**config.mk**
```make
export PLATFORM = sky130hd
export DESIGN_NAME = mybusmatrix5x7_in_hold
export DESIGN_NICKNAME = d
export VERILOG_FILES = /design/src/rtl/mybusmatrix5x7_in_hold.sv
export SDC_FILE = /design/constraint.sdc
export NUM_CORES = 1
export LEC_CHECK = 0
export BUFFER_PORTS_ARGS = -buffer_cell sky130_fd_sc_hd__buf_2
export CAP_MARGIN = 10
export CORE_AREA = 2 2 91 93
export CTS_BUF_LIST = sky130_fd_sc_hd__clkbuf_16
export CTS_CLUSTER_SIZE = 14
export DETAILED_ROUTE_END_ITERATION = 7
export DIE_AREA = 0 0 93 95
export PLACE_DENSITY = 0.71
export SYNTH_ARGS = -nofsm -noshare
export SYNTH_HDL_FRONTEND = slang
export SYNTH_SLANG_ARGS = --single-unit
export TNS_END_PERCENT = 20
```
**constraint.sdc**
```tcl
create_clock -name HCLK -period 1.27 [get_ports HCLK]
set_clock_uncertainty 0.05 [all_clocks]
set_input_delay 0.1905 -clock HCLK [delete_from_list [all_inputs] [get_ports HCLK]]
set_output_delay 0.1905 -clock HCLK [all_outputs]
set_load 0.1 [all_outputs]
```
**src/rtl/mybusmatrix5x7_in_hold.sv**
```systemverilog
// Master-side input stage of the 5x7 bus matrix: holds an AHB-Lite address phase
// that the output stage cannot take yet, and routes the data-phase response back.
module mybusmatrix5x7_in_hold #(
    parameter int ADDR_WIDTH = 32
) (
    input  logic                  HCLK,
    input  logic                  HRESET,
    input  logic                  HSELS,
    input  logic [ADDR_WIDTH-1:0] HADDRS,
    input  logic [1:0]            HTRANSS,
    input  logic                  HWRITES,
    input  logic [2:0]            HSIZES,
    input  logic [2:0]            HBURSTS,
    input  logic [3:0]            HPROTS,
    input  logic                  HMASTLOCKS,
    input  logic                  HREADYS,
    input  logic                  addr_accept,
    input  logic                  readyout_dec,
    input  logic [1:0]            resp_dec,
    output logic                  HREADYOUTS,
    output logic                  HRESPS,
    output logic [ADDR_WIDTH-1:0] HADDRI,
    output logic [1:0]            HTRANSI,
    output logic                  HWRITEI,
    output logic [2:0]            HSIZEI,
    output logic [2:0]            HBURSTI,
    output logic [3:0]            HPROTI,
    output logic                  HMASTLOCKI,
    output logic                  trans_pend
);

    logic                  r_pend;
    logic                  r_dphase;
    logic [ADDR_WIDTH-1:0] r_hold_addr;
    logic [1:0]            r_hold_trans;
    logic                  r_hold_write;
    logic [2:0]            r_hold_size;
    logic [2:0]            r_hold_burst;
    logic [3:0]            r_hold_prot;
    logic                  r_hold_lock;

    logic w_new_tx;
    logic w_pend_nxt;
    logic w_dphase_nxt;
    logic w_unused_resp_hi;

    // Only NONSEQ/SEQ (HTRANS[1]=1) qualified by select and HREADY is a real transfer.
    assign w_new_tx         = HSELS & HREADYS & HTRANSS[1];
    assign w_unused_resp_hi = resp_dec[1];

    // Pending and data-phase next-state decode.
    always_comb begin
        w_pend_nxt   = r_pend;
        w_dphase_nxt = r_dphase;
        if (w_new_tx && !addr_accept) begin
            w_pend_nxt = 1'b1;
        end else if (r_pend && addr_accept) begin
            w_pend_nxt = 1'b0;
        end else begin
            w_pend_nxt = r_pend;
        end
        if (addr_accept) begin
            w_dphase_nxt = 1'b1;
        end else if (r_dphase && readyout_dec) begin
            w_dphase_nxt = 1'b0;
        end else begin
            w_dphase_nxt = r_dphase;
        end
    end

    // Control state registers.
    always_ff @(posedge HCLK) begin
        if (HRESET) begin
            r_pend   <= 1'b0;
            r_dphase <= 1'b0;
        end else begin
            r_pend   <= w_pend_nxt;
            r_dphase <= w_dphase_nxt;
        end
    end

    // Hold copy of the address phase; frozen while a request is outstanding.
    always_ff @(posedge HCLK) begin
        if (HRESET) begin
            r_hold_addr  <= {ADDR_WIDTH{1'b0}};
            r_hold_trans <= 2'b00;
            r_hold_write <= 1'b0;
            r_hold_size  <= 3'b000;
            r_hold_burst <= 3'b000;
            r_hold_prot  <= 4'b0000;
            r_hold_lock  <= 1'b0;
        end else if (w_new_tx && !r_pend) begin
            r_hold_addr  <= HADDRS;
            r_hold_trans <= HTRANSS;
            r_hold_write <= HWRITES;
            r_hold_size  <= HSIZES;
            r_hold_burst <= HBURSTS;
            r_hold_prot  <= HPROTS;
            r_hold_lock  <= HMASTLOCKS;
        end else begin
            r_hold_addr  <= r_hold_addr;
            r_hold_trans <= r_hold_trans;
            r_hold_write <= r_hold_write;
            r_hold_size  <= r_hold_size;
            r_hold_burst <= r_hold_burst;
            r_hold_prot  <= r_hold_prot;
            r_hold_lock  <= r_hold_lock;
        end
    end

    // Address-phase mux toward the decoder and master-facing response.
    always_comb begin
        trans_pend = r_pend | w_new_tx;
        if (r_pend) begin
            HADDRI     = r_hold_addr;
            HTRANSI    = r_hold_trans;
            HWRITEI    = r_hold_write;
            HSIZEI     = r_hold_size;
            HBURSTI    = r_hold_burst;
            HPROTI     = r_hold_prot;
            HMASTLOCKI = r_hold_lock;
            HREADYOUTS = 1'b0;
            HRESPS     = 1'b0;
        end else begin
            HADDRI     = HADDRS;
            HTRANSI    = HTRANSS;
            HWRITEI    = HWRITES;
            HSIZEI     = HSIZES;
            HBURSTI    = HBURSTS;
            HPROTI     = HPROTS;
            HMASTLOCKI = HMASTLOCKS;
            if (r_dphase) begin
                HREADYOUTS = readyout_dec;
                HRESPS     = resp_dec[0];
            end else begin
                HREADYOUTS = 1'b1;
                HRESPS     = 1'b0;
            end
        end
    end

endmodule

```
==> key figures, run 1 <==
Setup path
  – CP bufs+invs: 3
  – Worst reg2reg endpoint: r_hold_addr[11]$_SDFFE_PP0P_
  – Setup CP Type: flop to primary output
  – CP endpoint kind: primary output
  – R2R cell count: 5
  – Worst EP arrival: 1.43 ns
  – Crit start category: flop
  – Worst-path cell chain: buf_12, clkbuf_16, mux2_4, buf_12
  – Crit-path slowest cell: dfxtp_4
  – CP required: 1.03 ns
  – Top cell by count, worst path: buf_12
  – CP top delay family: buffers and inverters
  – Worst reg2reg path startpoint: r_pend$_SDFFE_PP0P_
  – Flop-to-flop setup slack: -0.32 ns
  – Crit Path Max Fanout: 4
  – Max incr delay on CP: between 0.3 and 0.4 ns

CTS
  – Inserted Clock Buffers: 5
  – Clk buf depth: 2
  – Htree depth: 2
  – Clk Tree Root Cell: clkbuf_16
  – Clk slew on worst S/H paths: 0.06 ns
  – CTS tree: built
  – Clock Sinks: 48
  – Clk_lat worst skew: a little under 0.3 ns

Min path
  – Hold Startpoint: addr_accept
  – Worst Hold Depth: 2
  – Hold Path End: r_pend$_SDFFE_PP0P_
  – Hold/Removal Path Class: input port to flop

Timing
  – Max Slew Vio Count: 0
  – Max Fclk: 597 MHz
  – RSZ-0062 raised after global routing: yes
  – Final worst slack: -0.404 ns
  – Tcrit/Tclk final: 132%
  – Worst Hold Margin: 0.0131 ns
  – Final min period: ~1.7 ns
  – Slew headroom: 82.2%
  – Setup TNS: -30.30 ns
  – Final setup viols: 95
  – Least-Margin Pin Slew: 0.267 ns
  – Fin. Hold Viols: 0

Synth
  – Post-synthesis net count: about 310
  – Yosys cell types: 15
  – Seq/Total Area, Yosys: 36.1%
  – Post-synthesis mux area share: 36.4%
  – Post-synth EDFFs: 0
  – Synth Warn #: 0
  – Area contributors post-synth: dfxtp_1 36%, nand2b_1 21%, mux2_2 19%, mux2i_1 17%, buf_4 1.4%
  – Post-Syn Area: 2660 µm²
  – Simple-gate portion of the synthesized area: 22.6%
  – Area leader, netlist: dfxtp_1
  – Main synth FF type: dfxtp_1
  – Async set-reset flop share out of synthesis: 0%
  – Xor and xnor area share after synthesis: 0%
  – Yosys reg bits: 48
  – Top cell type's share of synthesized area: 36.1%
  – Cell count after synthesis: 258
  – Most common cell in the netlist: nand2b_1
  – Compound-Gate Fraction of Synth Area: 0.894%
  – Synth top cells by count: 91 x nand2b_1, 48 x dfxtp_1, 46 x mux2_2
  – Avg Inst Size Synth: 10.3 µm²
  – Largest family of logic cells by synthesized area: multiplexers
  – Post-synthesis adder-cell area fraction: 0%

Drt
  – Routed Antenna Nets: 0
  – Vias per std cell: 4.64
  – DR iter-0 viols: 20
  – Final WL: 6770 µm
  – DRC violations left: 0
  – Drt wl/cell: between 10 and 15 µm
  – Vias: 2191
  – Initial DRT Pass Iterations: 4

Floorplanning
  – Overall die area: 8840 µm²
  – Row Count: 33
  – Top Ports: around 100
  – Starting Density: 33.5%
  – Die Height: roughly 95 µm
  – Core area: 7930 µm²
  – Die W: between 90 and 100 µm

Power
  – Psw: 1.61 mW
  – Pint: 2.99 mW
  – Clk pwr share: 27.8%
  – Gate power share: 37.6%
  – Leak: 1.95 nW
  – Sequential power share: 34.6%
  – Power Dens Cells: 999 nW/µm²
  – Peak VDD IR: 0.000589 V
  – Tot Pwr: about 4.6 mW
  – Switching Fraction: 34.9%

Run status
  – Status: complete, but fails checks
  – Failing checks: negative setup slack

GRT
  – Initial antenna violation count: 0
  – Vias in the first global route: ~2300
  – Largest net degree at the start of global routing: 94
  – Grt total ovfl: 0
  – First-pass GRT wire length: 10600 µm
  – GRT Util Overall: between 15 and 20%

Cells and area
  – Share of cells above drive strength 1: 48.8%
  – Post-route cell area: 4600 µm²
  – Fillcell total: 666
  – Layout area overhead: 73.2%
  – Ant diodes: 0
  – Nets: 420

Placement
  – Placed Area: 4250 µm²
  – Port Buffers: 101
  – Post-DP HPWL: 4680 µm
  – RePlAce Congestion: around 0.72

Flow run
  – Max cap viols: 0
==> final cells by class <==
class                           count  area (µm²)  area share, %
Multi-Input combinational cell    189        1780           38.7
Timing Repair Buffer              121        1580           34.3
Sequential cell                    48         965           21.0
Tap cell                          105         131           2.85
Clock buffer                        5         125           2.72
Clock inverter                      3        15.0          0.326
Inverter                            1        3.75         0.0815
==> kinds of logic after synthesis <==
group | Yosys count
flip-flops | 48
buffers and inverters | 21
AO/OA/AOI/OAI | 3
multiplexers | 91
AND/OR/NAND/NOR | 95
==> registers in the layout, indices dropped and copies added, names as in the netlist <==
signal,cells
r_dphase,1
r_pend,1
r_hold_lock,1
r_hold_trans,2
r_hold_addr,32
r_hold_size,3
r_hold_prot,4
r_hold_burst,3
r_hold_write,1
==> worst max path at each step <==
stage	startpoint	end	slack, ns	cells after the start
detailed placement	r_pend$_SDFFE_PP0P_	HADDRI[29]	-0.14	3
global placement	r_pend$_SDFFE_PP0P_	HPROTI[3]	-0.13	3
finish	r_pend$_SDFFE_PP0P_	HADDRI[0]	-0.40	4
floorplan	r_pend$_SDFFE_PP0P_	HRESPS	-0.07	3
CTS	r_pend$_SDFFE_PP0P_	HADDRI[21]	-0.42	4
global route	r_pend$_SDFFE_PP0P_	HADDRI[4]	-0.43	4
==> what timing repair did <==
action	CTS	global route
endpoints found under the setup margin	95	95
gates resized for setup	14	4
hold buffers	0	0
setup buffers	7	1
cloned	2	2
==> layout by cell type (no fill, tap or decap), types with 2 or more instances in the layout <==
master	synthesis	routed
nand2b_1	91	91
buf_4	5	4
inv_1	1	2
mux2i_1	45	44
buf_16	0	2
buf_6	0	4
mux2_4	0	46
dfxtp_1	48	47
clkbuf_16	0	7
buf_2	5	52
buf_12	0	57
==> metrics by stage <==
step | util, % | worst slack [ns] | std cells
4_1_cts | 57.2 | -0.421 | 469
3_3_place_gp | 53.6 | -0.133 | 453
5_1_grt | 58.1 | -0.431 | 472
3_5_place_dp | 53.6 | -0.143 | 453
6_report | 58.1 | -0.404 | 472
2_1_floorplan | - | -0.0727 | 258
==> per-layer routing <==
| layer | wire length (µm) | vias up | part of all wire, % | track usage (%) |
|---|---|---|---|---|
| met5 | 0 | - | 0 | 0 |
| met4 | 114 | 0 | 1.7 | 5.15 |
| met3 | 429 | 14 | 6.3 | 4.23 |
| met2 | 3530 | 63 | 52 | 27.7 |
| met1 | 2700 | 1034 | 40 | 16.9 |
| li1 | - | 1080 | - | - |
==> power groups by stage <==
stage	Clock [mW]	Combinational, mW	Sequential (mW)
6_report	1.28	1.73	1.59
5_1_grt	1.36	1.79	1.60
4_1_cts	1.33	1.73	1.59
3_5_place_dp	0	1.69	1.62
3_3_place_gp	0	1.67	1.62
2_1_floorplan	0	1.09	1.61
Note: power is estimated with default switching activity, not from simulation.
==> run 2, diff against run 1 <==
--- a/config.mk
+++ b/config.mk
@@ -13,6 +13,7 @@
 export DETAILED_ROUTE_END_ITERATION = 7
 export DIE_AREA = 0 0 93 95
 export PLACE_DENSITY = 0.71
+export SKIP_LAST_GASP = 1
 export SYNTH_ARGS = -nofsm -noshare
 export SYNTH_HDL_FRONTEND = slang
 export SYNTH_SLANG_ARGS = --single-unit
==> run 2 against run 1 <==
Critical path type unchanged; combinational power is essentially flat; highest routed layer unchanged; largest cell class unchanged; flip-flop and latch count unchanged; die area unchanged; clock-buffer cell count unchanged; maximum frequency about the same; clock power about the same; the flow still finishes with violations (negative setup slack).
==> key figures, run 2 (synthesized netlist as in run 1, its figures left out) <==
CTS
  – Clk Tree Root Cell: clkbuf_16
  – Clk_lat worst skew: a little under 0.3 ns
  – Htree depth: 2
  – Clk slew on worst S/H paths: 0.06 ns
  – Clk buf depth: 2
  – CTS tree: built
  – Clock Sinks: 48
  – Inserted Clock Buffers: 5

Drt
  – Vias: around 2200
  – Final WL: 6820 µm
  – Vias per std cell: around 4.6
  – Initial DRT Pass Iterations: 4
  – DR iter-0 viols: 44
  – Routed Antenna Nets: 0
  – DRC violations left: 0
  – Drt wl/cell: 14.5 µm

Floorplanning
  – Die W: just over 90 µm
  – Overall die area: 8840 µm²
  – Die Height: between 90 and 100 µm
  – Top Ports: 103
  – Row Count: 33
  – Core area: 7930 µm²
  – Starting Density: 33.5%

Timing
  – Final worst slack: -0.403 ns
  – Least-Margin Pin Slew: 0.271 ns
  – Max Slew Vio Count: 0
  – Slew headroom: around 82%
  – Tcrit/Tclk final: 132%
  – Worst Hold Margin: 0.0129 ns
  – Max Fclk: 598 MHz
  – Final min period: 1.67 ns
  – RSZ-0062 raised after global routing: yes
  – Final setup viols: 95
  – Fin. Hold Viols: 0

GRT
  – Grt total ovfl: 0
  – Vias in the first global route: around 2300
  – Largest net degree at the start of global routing: between 90 and 100
  – First-pass GRT wire length: 10500 µm
  – Initial antenna violation count: 0
  – GRT Util Overall: around 15%

Setup path
  – Crit start category: flop
  – CP endpoint kind: primary output
  – Setup CP Type: flop to primary output
  – Crit Path Max Fanout: 4
  – Worst EP arrival: 1.43 ns
  – R2R cell count: 5
  – Top cell by count, worst path: buf_12
  – Max incr delay on CP: 0.38 ns
  – Worst-path cell chain: buf_12, clkbuf_16, mux2_4, buf_12
  – CP required: 1.03 ns
  – Crit-path slowest cell: dfxtp_4

Cells and area
  – Commonest cells after routing, fill and taps aside: 91 x nand2b_1, 57 x buf_12, 52 x buf_2, 47 x dfxtp_1, 46 x mux2_4
  – Reg with most FFs: r_hold_addr
  – Nets: 420
  – Layout area overhead: 72.8%
  – Share of cells above drive strength 1: 48.5%
  – Top flop regs: r_hold_addr (32), r_hold_prot (4)
  – Max reg flops: 32
  – Ant diodes: 0
  – Commonest non-fill, non-tap cell in the layout: nand2b_1

Run status
  – Status: complete, but fails checks
  – Failing checks: negative setup slack

Placement
  – Post-DP HPWL: 4680 µm
  – Port Buffers: 101
  – Setup WS pre-CTS: -0.143 ns
  – RePlAce Congestion: ~0.72

Flow run
  – Max cap viols: 0

Power
  – Power Dens Cells: 1000 nW/µm²
  – Peak VDD IR: 0.000589 V
  – Leak: a little under 2 nW
  – Tot Pwr: about 4.6 mW

Min path
  – Hold/Removal Path Class: input port to flop
  – Worst Hold Depth: 2
==> run 2: cell counts in the layout (fill, tap and decap cells not counted) <==
Identical to the previous run, type by type.
==> run 2: timing repair <==
item | 4_1_cts | 5_1_grt
hold buffers | 0 | 0
resized for setup | 13 | 2
endpoints found under the setup margin | 95 | 95
cloned | 2 | 2
buffers inserted | 7 | 1
==> run 2: critical path: cells and delay by family (launching register included) <==
kind / cells / cell delay [ns]
flops: 1 / 0.38
buf+inv: 3 / 0.44
mux: 1 / 0.31
==> run 2: stage by stage <==
step / TNS, ns / utilization, % / instances / area (µm²)
after floorplan: -1.46 / - / 258 / 2830
after global placement: -5.10 / 53.6 / 453 / 4250
after detailed placement: -6.41 / 53.6 / 453 / 4250
after CTS: -31.36 / 57.1 / 469 / 4530
after global routing: -35.48 / 57.9 / 472 / 4590
final: -31.42 / 57.9 / 472 / 4590
==> run 2: where the power goes <==
group | switching [mW] | internal (mW) | leakage [nW] | total (mW)
sequential | 0.0311 | 1.56 | 0.391 | 1.59
combinational | 1.01 | 0.715 | 1.49 | 1.73
clock | 0.565 | 0.716 | 0.0687 | 1.28
total | 1.61 | 2.99 | 1.95 | 4.60
==> run 2: metal layers <==
layer / part of all wire, % / track usage [%]
met1: 40 / 16.9
met5: 0 / 0
met2: 53 / 27.5
met3: 5.8 / 4.23
met4: 1.3 / 5.15
==> run 2: worst paths after layout <==
kind	from	end	slack, ns
worst max-delay path	r_pend$_SDFFE_PP0P_	HADDRI[0]	-0.40
worst min-delay path	addr_accept	r_pend$_SDFFE_PP0P_	0.01
worst max register to register	r_pend$_SDFFE_PP0P_	r_hold_addr[11]$_SDFFE_PP0P_	-0.35
worst min register to register	r_hold_addr[7]$_SDFFE_PP0P_	r_hold_addr[7]$_SDFFE_PP0P_	0.42
==> run 2: cell type report <==
| cell class | instances | area, µm² |
|---|---|---|
| timing repair buffer | 121 | 1570 |
| clock inverter | 3 | 15.0 |
| inverter | 1 | 3.75 |
| fill | 665 | 3330 |
| clock buffer | 5 | 125 |
| sequential | 48 | 965 |
| multi-input combinational | 189 | 1780 |
| tap | 105 | 131 |
==> run 3, diff against run 2 <==
--- a/config.mk
+++ b/config.mk
@@ -12,6 +12,7 @@
 export CTS_CLUSTER_SIZE = 14
 export DETAILED_ROUTE_END_ITERATION = 7
 export DIE_AREA = 0 0 93 95
+export HOLD_SLACK_MARGIN = 0.08
 export PLACE_DENSITY = 0.71
 export SKIP_LAST_GASP = 1
 export SYNTH_ARGS = -nofsm -noshare
==> run 3 against run 2 <==
Total power about the same; the flow still finishes with violations (negative setup slack); largest power group unchanged; highest routed layer unchanged; via count down 0.14%; first-iteration DRC count decreased by 25%; global-route usage increased by 0.051 points; final area is 0.22% higher; die area did not move; critical endpoint unchanged; combinational power about the same; clock power hardly changed.
==> key figures, run 3 (synthesized netlist as in run 1, its figures left out) <==
CTS
  – Clk_lat worst skew: ~0.29 ns
  – Clk slew on worst S/H paths: 0.07 ns
  – Clk buf depth: 2
  – Clock Sinks: 48
  – CTS tree: built
  – Clk Tree Root Cell: clkbuf_16
  – Htree depth: 2
  – Inserted Clock Buffers: 5

Drt
  – DRC violations left: 0
  – Initial DRT Pass Iterations: 4
  – Vias per std cell: 4.62
  – Final WL: 6830 µm
  – Drt wl/cell: 14.4 µm
  – DR iter-0 viols: 33
  – Vias: 2187
  – Routed Antenna Nets: 0

GRT
  – Grt total ovfl: 0
  – Largest net degree at the start of global routing: 94
  – Initial antenna violation count: 0
  – Vias in the first global route: 2305
  – GRT Util Overall: 15.1%
  – First-pass GRT wire length: 10600 µm

Timing
  – Worst Hold Margin: roughly 0.12 ns
  – Least-Margin Pin Slew: 0.269 ns
  – Slew headroom: 82.1%
  – Max Slew Vio Count: 0
  – Tcrit/Tclk final: 132%
  – Final setup viols: 95
  – Final min period: 1.67 ns
  – RSZ-0062 raised after global routing: yes
  – Fin. Hold Viols: 0
  – Setup TNS: -31.47 ns
  – Final worst slack: -0.404 ns
  – Max Fclk: roughly 600 MHz

Power
  – Psw: 1.61 mW
  – Tot Pwr: 4.60 mW
  – Clk pwr share: 27.8%
  – Leak: 1.95 nW
  – Pint: 2.99 mW
  – Power Dens Cells: about 1000 nW/µm²
  – Gate power share: 37.6%
  – Switching Fraction: 35.0%
  – Peak VDD IR: 0.000589 V
  – Sequential power share: 34.6%

Floorplanning
  – Starting Density: 33.5%
  – Top Ports: 103
  – Overall die area: 8840 µm²
  – Die W: 93 µm
  – Row Count: 33
  – Core area: roughly 7900 µm²
  – Die Height: 95 µm

Placement
  – Placed Area: 4250 µm²
  – Setup WS pre-CTS: -0.143 ns
  – Inst Count DP: 453
  – RePlAce Congestion: a little over 0.7
  – Post-DP HPWL: 4680 µm
  – Port Buffers: 101

Cells and area
  – Nets: 421
  – Share of cells above drive strength 1: 48.4%
  – Commonest non-fill, non-tap cell in the layout: nand2b_1
  – Commonest cells after routing, fill and taps aside: 91 x nand2b_1, 57 x buf_12, 52 x buf_2, 47 x dfxtp_1, 46 x mux2_4
  – Top flop regs: r_hold_addr (32), r_hold_prot (4)
  – Post-Layout Cell Count: 473
  – Ant diodes: 0
  – Reg with most FFs: r_hold_addr
  – Post-layout util: 58.1%
  – Max reg flops: 32
  – Layout area overhead: 73.1%
  – Fillcell total: roughly 660
  – Post-route cell area: 4600 µm²

Setup path
  – CP bufs+invs: 3
  – Worst EP arrival: 1.43 ns
  – Worst-path cell chain: buf_12, clkbuf_16, mux2_4, buf_12
  – Crit start category: flop
  – Crit Path Max Fanout: 4
  – Top cell by count, worst path: buf_12
  – Setup CP Type: flop to primary output
  – CP top delay family: buffers and inverters
  – Max incr delay on CP: ~0.38 ns
  – Crit-path slowest cell: dfxtp_4
  – CP required: 1.03 ns
  – CP endpoint kind: primary output

Run status
  – Failing checks: negative setup slack
  – Status: complete, but fails checks

Min path
  – Hold/Removal Path Class: input port to flop

Flow run
  – Max cap viols: 0
run 3: cell count changes in the layout (fill, tap and decap cells not counted):
cell	delta
dlygate4sd3_1	+1
run 3: path summary, 6_finish.rpt:
kind	end	startpoint	slack, ns	cells past startpoint
max reg2reg	r_hold_addr[11]$_SDFFE_PP0P_	r_pend$_SDFFE_PP0P_	-0.35	5
max	HADDRI[0]	r_pend$_SDFFE_PP0P_	-0.40	4
min reg2reg	r_hold_addr[7]$_SDFFE_PP0P_	r_hold_addr[7]$_SDFFE_PP0P_	0.42	2
min	r_hold_addr[31]$_SDFFE_PP0P_	HADDRS[31]	0.12	3
run 3: power by group through the flow:
stage               Clock (mW)  Combinational [mW]  Sequential (mW)
detailed placement           0                1.69             1.62
finish                    1.28                1.73             1.59
floorplan                    0                1.09             1.61
global route              1.36                1.79             1.60
CTS                       1.33                1.73             1.59
global placement             0                1.67             1.62
run 3: worst reg2reg max path, cell delays in order, from the launching register on:
cell     delay, ns
dfxtp_4       0.37
buf_12        0.14
buf_4         0.14
and4b_2       0.37
buf_12        0.22
mux2i_1       0.25
run 3: layout make-up:
type	instances	area, µm²	area share [%]
Multi-Input combinational cell	189	1780	38.7
Timing Repair Buffer	122	1580	34.4
Sequential cell	48	965	21.0
Tap cell	105	131	2.85
Clock buffer	5	125	2.72
Clock inverter	3	15.0	0.326
Inverter	1	3.75	0.0815
run 3: routing by layer:
layer	global-route usage, %	up-vias	wire [µm]
li1	-	1083	-
met1	17.0	1035	2760
met2	27.5	59	3580
met3	4.23	10	401
met4	5.15	0	89
met5	0	-	0
run 3: timing repair:
action	4_1_cts	5_1_grt
pin swaps	0	0
buffers inserted	7	1
endpoints found under the setup margin	95	95
cloned	2	2
hold buffers	1	0
resized for setup	13	2
hold endpoints to repair	1	0
